$ cat src/rtl/pattern_scan_ctrl.sv
// Frame-scheduled serial pattern detector: holds a programmable pattern, meters
// frame_len bits through a valid/ready handshake and counts pattern hits.
module pattern_scan_ctrl #(
  parameter int PAT_W   = 8,
  parameter int LEN_W   = 4,
  parameter int FRAME_W = 8,
  parameter int CNT_W   = 8
) (
  input  logic               clk,
  input  logic               rst,
  input  logic               cfg_we,
  input  logic [PAT_W-1:0]   cfg_pat,
  input  logic [LEN_W-1:0]   cfg_len,
  input  logic               cfg_overlap,
  output logic               cfg_err,
  input  logic               start,
  input  logic [FRAME_W-1:0] frame_len,
  input  logic               bit_in,
  input  logic               bit_valid,
  output logic               bit_ready,
  output logic               busy,
  output logic               match,
  output logic               done,
  output logic [CNT_W-1:0]   match_cnt
);

  localparam logic [PAT_W-1:0] DEF_PAT = PAT_W'(5'b10110);
  localparam logic [LEN_W-1:0] DEF_LEN = LEN_W'(5);
  localparam logic [LEN_W-1:0] MAX_LEN = LEN_W'(PAT_W);

  typedef enum logic [1:0] {IDLE, SCAN, DONE} state_t;

  state_t             state_reg, state_next;
  logic [PAT_W-1:0]   pat_reg;
  logic [LEN_W-1:0]   len_reg;
  logic               overlap_reg;
  logic [PAT_W-1:0]   hist_reg;
  logic [LEN_W-1:0]   fill_reg;
  logic [FRAME_W-1:0] bit_cnt_reg;
  logic [FRAME_W-1:0] frame_len_reg;
  logic [CNT_W-1:0]   match_cnt_reg;
  logic               match_reg;
  logic               cfg_err_reg;

  logic               cfg_ok;
  logic               accept;
  logic [PAT_W-1:0]   hist_shift;
  logic [LEN_W-1:0]   fill_inc;
  logic [LEN_W-1:0]   fill_sat;
  logic [PAT_W-1:0]   pat_mask;
  logic               hit;
  logic [FRAME_W-1:0] bit_cnt_inc;
  logic               last_bit;

  assign cfg_ok      = (cfg_len != '0) && (cfg_len <= MAX_LEN);
  assign accept      = (state_reg == SCAN) && bit_valid;
  assign hist_shift  = {hist_reg[PAT_W-2:0], bit_in};
  assign fill_inc    = fill_reg + LEN_W'(1);
  assign fill_sat    = (fill_inc >= len_reg) ? len_reg : fill_inc;
  assign bit_cnt_inc = bit_cnt_reg + FRAME_W'(1);
  assign last_bit    = (bit_cnt_inc == frame_len_reg);

  // Only the low len bits of history take part in the compare.
  generate
    for (genvar gi = 0; gi < PAT_W; gi++) begin : g_mask
      assign pat_mask[gi] = (LEN_W'(gi) < len_reg);
    end
  endgenerate

  assign hit = (fill_sat == len_reg) && (((hist_shift ^ pat_reg) & pat_mask) == '0);

  always_ff @(posedge clk or negedge rst) begin
    if (!rst) begin
      state_reg <= IDLE;
    end else begin
      state_reg <= state_next;
    end
  end

  always_comb begin
    state_next = state_reg;
    bit_ready  = 1'b0;
    busy       = 1'b0;
    done       = 1'b0;
    case (state_reg)
      IDLE: begin
        if (start) begin
          state_next = (frame_len == '0) ? DONE : SCAN;
        end
      end
      SCAN: begin
        bit_ready = 1'b1;
        busy      = 1'b1;
        if (accept && last_bit) begin
          state_next = DONE;
        end
      end
      DONE: begin
        busy       = 1'b1;
        done       = 1'b1;
        state_next = IDLE;
      end
      default: state_next = IDLE;
    endcase
  end

  always_ff @(posedge clk or negedge rst) begin
    if (!rst) begin
      pat_reg       <= DEF_PAT;
      len_reg       <= DEF_LEN;
      overlap_reg   <= 1'b1;
      hist_reg      <= '0;
      fill_reg      <= '0;
      bit_cnt_reg   <= '0;
      frame_len_reg <= '0;
      match_cnt_reg <= '0;
      match_reg     <= 1'b0;
      cfg_err_reg   <= 1'b0;
    end else begin
      cfg_err_reg <= cfg_we && ((state_reg != IDLE) || !cfg_ok);
      match_reg   <= accept && hit;
      if (state_reg == IDLE) begin
        // Config is loaded on the same edge as start, so the new frame sees it.
        if (cfg_we && cfg_ok) begin
          pat_reg     <= cfg_pat;
          len_reg     <= cfg_len;
          overlap_reg <= cfg_overlap;
        end
        if (start) begin
          hist_reg      <= '0;
          fill_reg      <= '0;
          bit_cnt_reg   <= '0;
          match_cnt_reg <= '0;
          frame_len_reg <= frame_len;
        end
      end
      if (accept) begin
        hist_reg    <= hist_shift;
        fill_reg    <= (hit && !overlap_reg) ? '0 : fill_sat;
        bit_cnt_reg <= bit_cnt_inc;
        if (hit && (match_cnt_reg != '1)) begin
          match_cnt_reg <= match_cnt_reg + CNT_W'(1);
        end
      end
    end
  end

  assign match     = match_reg;
  assign cfg_err   = cfg_err_reg;
  assign match_cnt = match_cnt_reg;

endmodule

$ cat config.mk
export PLATFORM = sky130hd
export DESIGN_NAME = pattern_scan_ctrl
export DESIGN_NICKNAME = d
export VERILOG_FILES = /design/src/rtl/pattern_scan_ctrl.sv
export SDC_FILE = /design/constraint.sdc
export NUM_CORES = 1
export LEC_CHECK = 0
export BUFFER_PORTS_ARGS = -buffer_cell sky130_fd_sc_hd__buf_2
export CAP_MARGIN = 20
export CORE_ASPECT_RATIO = 1.75
export CORE_MARGIN = 10
export CORE_UTILIZATION = 60
export CTS_BUF_LIST = sky130_fd_sc_hd__clkbuf_2 sky130_fd_sc_hd__clkbuf_4 sky130_fd_sc_hd__clkbuf_8
export DETAILED_ROUTE_END_ITERATION = 8
export GPL_TIMING_DRIVEN = 0
export MAX_ROUTING_LAYER = met4
export PLACE_DENSITY = 0.81
export SYNTH_ARGS = -nofsm -noshare
export SYNTH_HDL_FRONTEND = slang
export SYNTH_SLANG_ARGS = --single-unit
$ cat constraint.sdc
create_clock -name clk -period 5.5 [get_ports clk]
set_clock_uncertainty 0.05 [all_clocks]
set_input_delay 0 -clock clk [delete_from_list [all_inputs] [get_ports clk]]
set_output_delay 0 -clock clk [all_outputs]
set_load 0.02 [all_outputs]
==> flow_summary.ini <==
[outcome]
status = finished, final reports clean

[floorplan]
io_pins = 40
die_w_um = 72.9
dieArea_sq_um = 8210
start_util_pct = 62.4
die-height_um = 113
core_area_sq_um = 4710
fp-row-count = 33

[clock_network]
cts-root-buf = clkbuf_8
cts_setup_buffers = 0
cts_buffers = 5
clock-sinks = 52
h-tree-depth = 2
cts_resized = 0
clk_latency_ns = 0.31
max-clock-path-buffers = 2
path_clk_slew_ns = 0.10
cts_hold_buf = 25
cts_tree = done

[power_and_ir_drop]
p_seq_share_pct = 38.2
pwr-share-clk_pct = 13.8
internal_power_uw = 990
sw_frac_of_total_pct = 39.6
p_comb_share_pct = 48.0
p_per_area_nw_per_um2 = 461
p_sw_uw = 650
fin_total_pwr_mw = 1.64
vdd_drop_max_uv = 404
power.leakage_nw = 1.62

[placed_design]
place.detailed.hpwl_um = 4900
portBuffers = 39
placed_cell_area_sq_um = 3220
gp_congestion = 0.833
dp.cells = 364

[setup_path]
cp-end-kind = register
reg2regPathDepth = 9
crit_path_start_kind = register
path_class = reg -> reg
crit_fanout = 10
cp_data_required_time_ns = 5.65
arrival_ns = 2.90

[timing]
drv_slew = 0
setup-violations-final = 0
fin_tns_setup_ns = 0
fmax_ghz = 0.364
finalHoldViolCount = 0
tightest_slew_ns = 0.749
slew_headroom_pct = 49.9
min_period_ns = 2.75
rsz0062_at_grt = no
whs_ns = 0.0104
post-route-period-util_pct = 49.9

[run]
drv_cap = 0

[synthesis]
synth_fp_nets = 309
yosys.area.top_type_share_pct = 39.2
ys.flop_type = dfrtp_1
synth_edf_count = 0
netlist_area_sq_um = 2940
netlist_top_cells_count = dfrtp_1, mux2_2, xnor2_1
yosys.cell_count.top_type = dfrtp_1
ys_ff_latch = 52
syn_inst = 272
yosysTopAreaCell = dfrtp_1
async_flop_share_pct = 100
synth_warnings = 0
ys_seq_area_share_pct = 44.5
synth.area.top_cells = dfrtp_1, mux2_2, xnor2_1, dfstp_2, ha_1
synth.distinct_cells = 55
avgSynthCellArea_sq_um = 10.8

[global_route]
grt_antenna_before_repair = 0
grt_pass1_wl_um = 11800
grt_max_degree = 36
overflow = 0
track_usage_pct = 18.1
grt_pass1_vias = 2574

[detailed_routing]
first_iter_violations = 202
first_pass_iters = 4
drt-vias-per-instance = 5.98
drc = 0
routed_wl_um = 6850
num_vias = 2375
wl_per_cell_um = 17.3
ant_nets = 0

[cells_and_area]
finish.instance_area_sq_um = 3560
stdcell_count = 397
n_antenna_cell = 0
nets = 381
drive_gt1_share_pct = 26.1
syn2layout_area_growth_pct = 21.2

[min_path]
hold_class = in -> reg
min_path_cells = 4
worst max-delay path: stages (launching register included):
cell and delay (ns):
dfrtp_1 0.40, inv_1 0.09, ha_1 0.24, nand2_1 0.11, clkbuf_1 0.25, nor3_1 0.26
o211ai_1 0.12, a2111oi_1 0.67, o22ai_1 0.19, a21bo_2 0.25
final timing paths:
check,from,end,slack [ns]
worst max-delay path,state_reg[1]$_DFFE_PN0P_,state_reg[0]$_DFFE_PN0P_,2.75
worst min-delay path,start,state_reg[1]$_DFFE_PN0P_,0.01
worst max register to register,state_reg[1]$_DFFE_PN0P_,state_reg[0]$_DFFE_PN0P_,2.75
worst min register to register,fill_reg[1]$_DFFE_PN0P_,fill_reg[1]$_DFFE_PN0P_,0.48
max in group asynchronous,rst,len_reg[0]$_DFFE_PN1P_,4.70
min in group asynchronous,rst,frame_len_reg[4]$_DFFE_PN0P_,0.09
layer usage:
| layer | vias up | global-route usage [%] | wire length (um) |
|---|---|---|---|
| li1 | 1133 | - | - |
| met1 | 1158 | 19.1 | 2660 |
| met2 | 61 | 30.8 | 3590 |
| met3 | 23 | 3.62 | 325 |
| met4 | 0 | 8.91 | 280 |
| met5 | - | - | 0 |
kinds of logic after synthesis:
kind of cell	synth area share, %
multiplexers	10.6
XOR/XNOR	8.60
AND/OR/NAND/NOR	12.9
adder cells (fa/ha/maj)	4.26
buffers and inverters	3.11
AO/OA/AOI/OAI	15.9
flip-flops	44.5
cells in the final DEF, fill, tap and decap left out, types with 8 or more instances in the layout:
cell type / Yosys / final
dfrtp_1: 46 / 46
buf_2: 1 / 40
mux2_2: 25 / 25
dlygate4sd3_1: 0 / 25
xnor2_1: 19 / 19
nand2_1: 18 / 18
inv_1: 12 / 12
o21ai_0: 12 / 12
ha_1: 10 / 10
nand3_1: 9 / 9
a21oi_1: 9 / 9
a22o_1: 9 / 9
xor2_1: 8 / 8
nor2_1: 8 / 8
per-stage QoR:
stage	util (%)	setup WS (ns)
final	75.7	2.75
after global routing	75.7	2.55
after CTS	75.7	2.79
after detailed placement	68.4	2.82
after global placement	67.9	2.90
after floorplan	-	3.05
layout make-up:
class                           instances  area, sq um
Inverter                               13         48.8
Buffer                                 10         42.5
Clock inverter                          2         16.3
Sequential cell                        52         1310
Tap cell                               52         65.1
Clock buffer                            6         76.3
Fill cell                             333         1150
Multi-Input combinational cell        197         1540
Timing Repair Buffer                   65          465
power by group through the flow:
stage	Clock [mW]	Combinational [mW]	Sequential (mW)
floorplan	0	0.610	0.607
CTS	0.228	0.788	0.626
finish	0.226	0.787	0.627
detailed placement	0	0.770	0.633
global placement	0	0.749	0.628
global route	0.246	0.867	0.645
No activity file was read; power rests on OpenSTA's default activity.
